`src/rtl/add_pkg.sv`:
```
// Shared types and constants for the calc/add multi-cycle adder family.
package add_pkg;

    typedef enum logic [1:0] {
        IDLE,
        CALC,
        DONE
    } add_state_t;

    localparam logic ADD_MODE_ADD = 1'b0;
    localparam logic ADD_MODE_SUB = 1'b1;

    // A single-chunk adder still needs a one-bit counter to index chunk 0.
    function automatic int cnt_width(input int num_chunks);
        return (num_chunks > 1) ? $clog2(num_chunks) : 1;
    endfunction

endpackage

```
`src/rtl/add_01bit_full.sv`:
```
// One-bit full adder cell: the building block of the chunk ripple adder.
module add_01bit_full (
    input  logic a,
    input  logic b,
    input  logic cry_in,
    output logic sum,
    output logic cry_out
);

    assign sum     = a ^ b ^ cry_in;
    assign cry_out = (a & b) | (cry_in & (a ^ b));

endmodule

```
`src/rtl/add_chunk.sv`:
```
// Combinational CHUNK_WIDTH-bit ripple adder made of add_01bit_full cells.
module add_chunk #(
    parameter int CHUNK_WIDTH = 8
) (
    input  logic [CHUNK_WIDTH-1:0] a,
    input  logic [CHUNK_WIDTH-1:0] b,
    input  logic                   cry_in,
    output logic [CHUNK_WIDTH-1:0] sum,
    output logic                   cry_out
);

    logic [CHUNK_WIDTH:0] cry;

    assign cry[0] = cry_in;

    for (genvar i = 0; i < CHUNK_WIDTH; i++) begin : g_bit
        add_01bit_full u_bit (
            .a      (a[i]),
            .b      (b[i]),
            .cry_in (cry[i]),
            .sum    (sum[i]),
            .cry_out(cry[i+1])
        );
    end

    assign cry_out = cry[CHUNK_WIDTH];

endmodule

```
`src/rtl/add_nbit_seq.sv`:
```
// Multi-cycle DATA_WIDTH adder/subtractor: one CHUNK_WIDTH slice per clock,
// carry held in a flop between slices, valid/ready handshake on both sides.
module add_nbit_seq
    import add_pkg::*;
#(
    parameter int DATA_WIDTH  = 32,
    parameter int CHUNK_WIDTH = 8
) (
    input  logic                  i_clk,
    input  logic                  i_rst_n,
    input  logic                  i_valid,
    output logic                  o_ready,
    input  logic [DATA_WIDTH-1:0] i_num_a,
    input  logic [DATA_WIDTH-1:0] i_num_b,
    input  logic                  i_cry,
    input  logic                  i_mode,
    output logic                  o_valid,
    input  logic                  i_ready,
    output logic [DATA_WIDTH-1:0] o_res,
    output logic                  o_cry,
    output logic                  o_ovf
);

    localparam int NUM_CHUNKS = DATA_WIDTH / CHUNK_WIDTH;
    localparam int CNT_W      = cnt_width(NUM_CHUNKS);
    localparam int MSB        = DATA_WIDTH - 1;
    localparam logic [CNT_W-1:0] LAST_CHUNK = CNT_W'(NUM_CHUNKS - 1);

    add_state_t state_q, state_d;

    logic [DATA_WIDTH-1:0]  a_q;
    logic [DATA_WIDTH-1:0]  b_q;
    logic [DATA_WIDTH-1:0]  res_q;
    logic                   carry_q;
    logic [CNT_W-1:0]       cnt_q;

    logic [CHUNK_WIDTH-1:0] chunk_a;
    logic [CHUNK_WIDTH-1:0] chunk_b;
    logic [CHUNK_WIDTH-1:0] chunk_sum;
    logic                   chunk_cry;
    logic                   is_sub;

    assign is_sub  = (i_mode == ADD_MODE_SUB);
    assign chunk_a = a_q[int'(cnt_q)*CHUNK_WIDTH +: CHUNK_WIDTH];
    assign chunk_b = b_q[int'(cnt_q)*CHUNK_WIDTH +: CHUNK_WIDTH];

    add_chunk #(
        .CHUNK_WIDTH(CHUNK_WIDTH)
    ) u_chunk (
        .a      (chunk_a),
        .b      (chunk_b),
        .cry_in (carry_q),
        .sum    (chunk_sum),
        .cry_out(chunk_cry)
    );

    always_ff @(posedge i_clk or negedge i_rst_n) begin
        if (!i_rst_n) begin
            state_q <= IDLE;
        end else begin
            state_q <= state_d;
        end
    end

    always_comb begin
        state_d = state_q;
        case (state_q)
            IDLE:    if (i_valid) state_d = CALC;
            CALC:    if (cnt_q == LAST_CHUNK) state_d = DONE;
            DONE:    if (i_ready) state_d = IDLE;
            default: state_d = IDLE;
        endcase
    end

    // Subtraction is a + ~b + !borrow, so operand and carry are inverted once at capture.
    always_ff @(posedge i_clk or negedge i_rst_n) begin
        if (!i_rst_n) begin
            a_q     <= '0;
            b_q     <= '0;
            res_q   <= '0;
            carry_q <= 1'b0;
            cnt_q   <= '0;
        end else begin
            case (state_q)
                IDLE: begin
                    if (i_valid) begin
                        a_q     <= i_num_a;
                        b_q     <= is_sub ? ~i_num_b : i_num_b;
                        carry_q <= is_sub ? ~i_cry : i_cry;
                        cnt_q   <= '0;
                    end
                end
                CALC: begin
                    res_q[int'(cnt_q)*CHUNK_WIDTH +: CHUNK_WIDTH] <= chunk_sum;
                    carry_q <= chunk_cry;
                    if (cnt_q != LAST_CHUNK) begin
                        cnt_q <= cnt_q + CNT_W'(1);
                    end
                end
                default: ;
            endcase
        end
    end

    assign o_ready = (state_q == IDLE);
    assign o_valid = (state_q == DONE);
    assign o_res   = res_q;
    assign o_cry   = carry_q;
    // Overflow only means something once every chunk of the result is written.
    assign o_ovf   = o_valid && (a_q[MSB] == b_q[MSB]) && (res_q[MSB] != a_q[MSB]);

endmodule

```
`config.mk`:
```
export PLATFORM = sky130hd
export DESIGN_NAME = add_nbit_seq
export DESIGN_NICKNAME = d
export VERILOG_FILES = /design/src/rtl/add_pkg.sv /design/src/rtl/add_01bit_full.sv /design/src/rtl/add_chunk.sv /design/src/rtl/add_nbit_seq.sv
export SDC_FILE = /design/constraint.sdc
export NUM_CORES = 1
export LEC_CHECK = 0
export CORE_MARGIN = 2
export CORE_UTILIZATION = 55
export DETAILED_ROUTE_END_ITERATION = 8
export PLACE_DENSITY = 0.95
export SYNTH_ARGS = -nofsm -noshare
export SYNTH_HDL_FRONTEND = slang
export SYNTH_SLANG_ARGS = --single-unit
```
`constraint.sdc`:
```
create_clock -name i_clk -period 9.15 [get_ports i_clk]
set_input_delay 0.915 -clock i_clk [delete_from_list [all_inputs] [get_ports i_clk]]
set_output_delay 0.915 -clock i_clk [all_outputs]
set_load 0.005 [all_outputs]
```
==> impl_metrics.tcl <==
set metrics [dict create \
    root_buffer "clkbuf_8" \
    groute.usage.overall 0.2444 \
    nets 550 \
    hp-class "in -> async" \
    cts_tree "yes" \
    dp_hpwl_um 7990 \
    syn_area_um2 4772 \
    synth.most_common_cell "dfrtp_1" \
    synthTopCellsByCount "dfrtp_1 (101), nor2_1 (37), a21oi_1 (33), xnor2_1 (33), mux2_1 (32)" \
    multi_input_area_um2 2046 \
    critPathBufInv 4 \
    wl_per_cell_um 18.61 \
    routabilityCongestion 0.9069 \
    maxCapViolCount 0 \
    gr-total-overflow 0 \
    clkSlewWorstSetupHoldPaths_ps 100 \
    numCtsBuffers 9 \
    synth_flop_cell "dfrtp_1" \
    die_w_um 97.15 \
    clock_latency_ps 380 \
    avgSynthCellArea_um2 13.00 \
    yosys.area_share.xor_xnor 0.06057 \
    max_stage_delay_ps 890 \
    postPlaceCellArea_um2 5831 \
    synthAdderAreaFrac 0.04929 \
    htreeDepth 3 \
    die_h_um 97.15 \
    synth_seq_cells 101 \
    setup_viol 0 \
    worstMarginPinSlew_ps 1029 \
    hold_violations 0 \
    synth.distinct_cells 32 \
    diodes 0 \
    drc 0 \
    cp-end-kind "flip-flop" \
    cp.required_ps 9410 \
    postRouteAntennaNets 0 \
    synth_top_family_by_area "multiplexers" \
    vdd_drop_max_mv 0.2042 \
    finalMaxSlewViolations 0 \
    dieArea_um2 9437 \
    clock_sinks 101 \
    synth_compound_area_frac 0.09596 \
    syn_inst 367 \
    grt_pass1_wl_um 17950 \
    clock-skew-final_ps 16.01 \
    synth.largest_area_cell "dfrtp_1" \
    synth_top_area_share 0.5296 \
    period_share 0.5098 \
    syn-num-nets 451 \
    wl_um 10720 \
    fin_tns_setup_ps 0 \
    critPathTopFamily "adder cells" \
    seq_area_frac_synth 0.5296 \
    dr.pass1.iters 5 \
    cts_resized 0 \
    regArea_um2 2527 \
    area_growth_syn_to_layout_pct 26.72 \
    p_leak_nw 2.506 \
    cts_hold_buf 0 \
    worst_ep_arrival_time_ps 4930 \
    fin_ws_ps 4485 \
    synth_area_leaders "dfrtp_1 (53%), mux2_1 (7.6%), mux4_2 (7.6%)" \
    min_period_ps 4665 \
    crit_fanout 20 \
    yosys.area_share.simple 0.06869 \
    grt_pass1_vias 3475 \
    power_density_nw_per_um2 371.1 \
    fill_cells 526 \
    placementRows 33 \
    synthMuxAreaShare 0.1531 \
    post-cts-setup-buffers 0 \
    crit_top_cell "fa_1" \
    clockBufferDepth 2 \
    fp.coreArea_um2 8299 \
    rsz0062_at_grt "false" \
    critPathLaunchType "flip-flop" \
    crit_type "reg -> reg" \
    synth_edf_count 0 \
    slew-limit-headroom 0.3139 \
    drive_gt1_frac 0.09554 \
    num_vias 3299 \
    yosysWarnings 0 \
    status "completed" \
    async_reset_ff_frac 1.000 \
    grt_max_degree 100 \
    stdcell_area_um2 6047 \
    grt_antenna_before_repair 0 \
    io_buffers 105 \
    start_util 0.5750 \
    worstPathCellList "mux4_2 > inv_1 > fa_1 > fa_1 > fa_1 > inv_1 > fa_1 > inv_1 > fa_1 > inv_1 > fa_1 > fa_1 > fa_1 > a22o_1" \
    maxClockFrequency_mhz 214.4 \
    viasPerCell 5.727 \
    io_pins 106 \
    first_iter_violations 186 \
    cp_slowest_cell "dfrtp_1" \
    place_ws_ps 4489 \
]
==> routing by layer <==
| layer | wire [um] | vias up | GRT usage |
|---|---|---|---|
| met1 | 4126 | 1643 | 0.2985 |
| met4 | 268 | 0 | 0.08992 |
| met2 | 5583 | 147 | 0.4300 |
| met3 | 740 | 29 | 0.05036 |
| met5 | 0 | - | 0 |
| li1 | - | 1480 | - |
==> cells in the final DEF, fill, tap and decap left out, types with 2 or more instances in the layout <==
master / netlist / layout
clkdlybuf4s50_1: 0 / 103
dfrtp_1: 101 / 101
nor2_1: 37 / 37
a21oi_1: 33 / 33
xnor2_1: 33 / 33
mux2_1: 32 / 32
inv_1: 16 / 16
mux4_2: 16 / 16
a22o_1: 15 / 15
o2bb2ai_1: 12 / 12
clkbuf_8: 0 / 11
fa_1: 8 / 8
nand2_1: 7 / 7
ha_1: 6 / 6
and4_1: 4 / 4
o21ai_1: 4 / 4
buf_4: 5 / 4
nand2b_1: 3 / 3
nand2_2: 3 / 3
nand4_2: 3 / 3
inv_6: 0 / 3
nand3b_1: 2 / 2
o21ai_0: 2 / 2
==> per-stage QoR <==
| stage | std cells | util | power, mW | hold WS [ps] |
|---|---|---|---|---|
| 3_3_place_gp | 560 | 0.7025 | 1.852 | 463.2 |
| 3_5_place_dp | 560 | 0.7025 | 1.937 | 474.6 |
| 2_1_floorplan | 367 | - | 1.523 | 452.4 |
| 5_1_grt | 576 | 0.7286 | 2.400 | 475.8 |
| 6_report | 576 | 0.7286 | 2.244 | 453.4 |
| 4_1_cts | 576 | 0.7286 | 2.245 | 455.2 |
==> cells by family after synthesis <==
family | Yosys count
flip-flops | 101
adder cells (fa/ha/maj) | 14
XOR/XNOR | 33
AND/OR/NAND/NOR | 65
buffers and inverters | 36
AO/OA/AOI/OAI | 69
multiplexers | 49
==> registers in the layout, indices dropped and copies added, names as in the netlist <==
name	cells
a_q	32
b_q	32
o_res	32
cnt_q	2
state_q	2
o_cry	1
==> layout make-up <==
cell class,instances,area share
clock buffer,11,0.02504
timing repair buffer,108,0.1763
multi-input combinational,230,0.3383
clock inverter,5,0.01076
tap,105,0.02173
inverter,16,0.009932
sequential,101,0.4180
==> final timing paths <==
| kind | from | end | slack, ps | depth (start not counted) |
|---|---|---|---|---|
| setup reg to reg | cnt_q[1]$_DFFE_PN0P_ | o_res[7]$_DFFE_PN0P_ | 4490 | 14 |
| hold / removal | i_rst_n | o_res[11]$_DFFE_PN0P_ | 450 | 1 |
| min in group i_clk | o_res[9]$_DFFE_PN0P_ | o_res[9]$_DFFE_PN0P_ | 490 | 2 |
| hold reg to reg | o_res[9]$_DFFE_PN0P_ | o_res[9]$_DFFE_PN0P_ | 490 | 2 |
| setup / recovery | cnt_q[1]$_DFFE_PN0P_ | o_res[7]$_DFFE_PN0P_ | 4490 | 14 |
| max in group asynchronous | i_rst_n | a_q[26]$_DFFE_PN0P_ | 7520 | 2 |
==> report_power, final <==
group          total [mW]  internal [mW]  switching (mW)
Clock               0.304          0.145           0.160
Combinational        1.13          0.552           0.574
Sequential          0.813          0.655           0.158
==> worst register-to-register path: stages (launching register included) <==
cell     delay [ps]
dfrtp_1         890
mux4_2          360
inv_1            70
fa_1            410
fa_1            470
fa_1            430
inv_1            90
fa_1            170
inv_1            60
fa_1            410
inv_1           110
fa_1            200
fa_1            180
fa_1            470
a22o_1          230
Power figures use the tool's default switching activity.
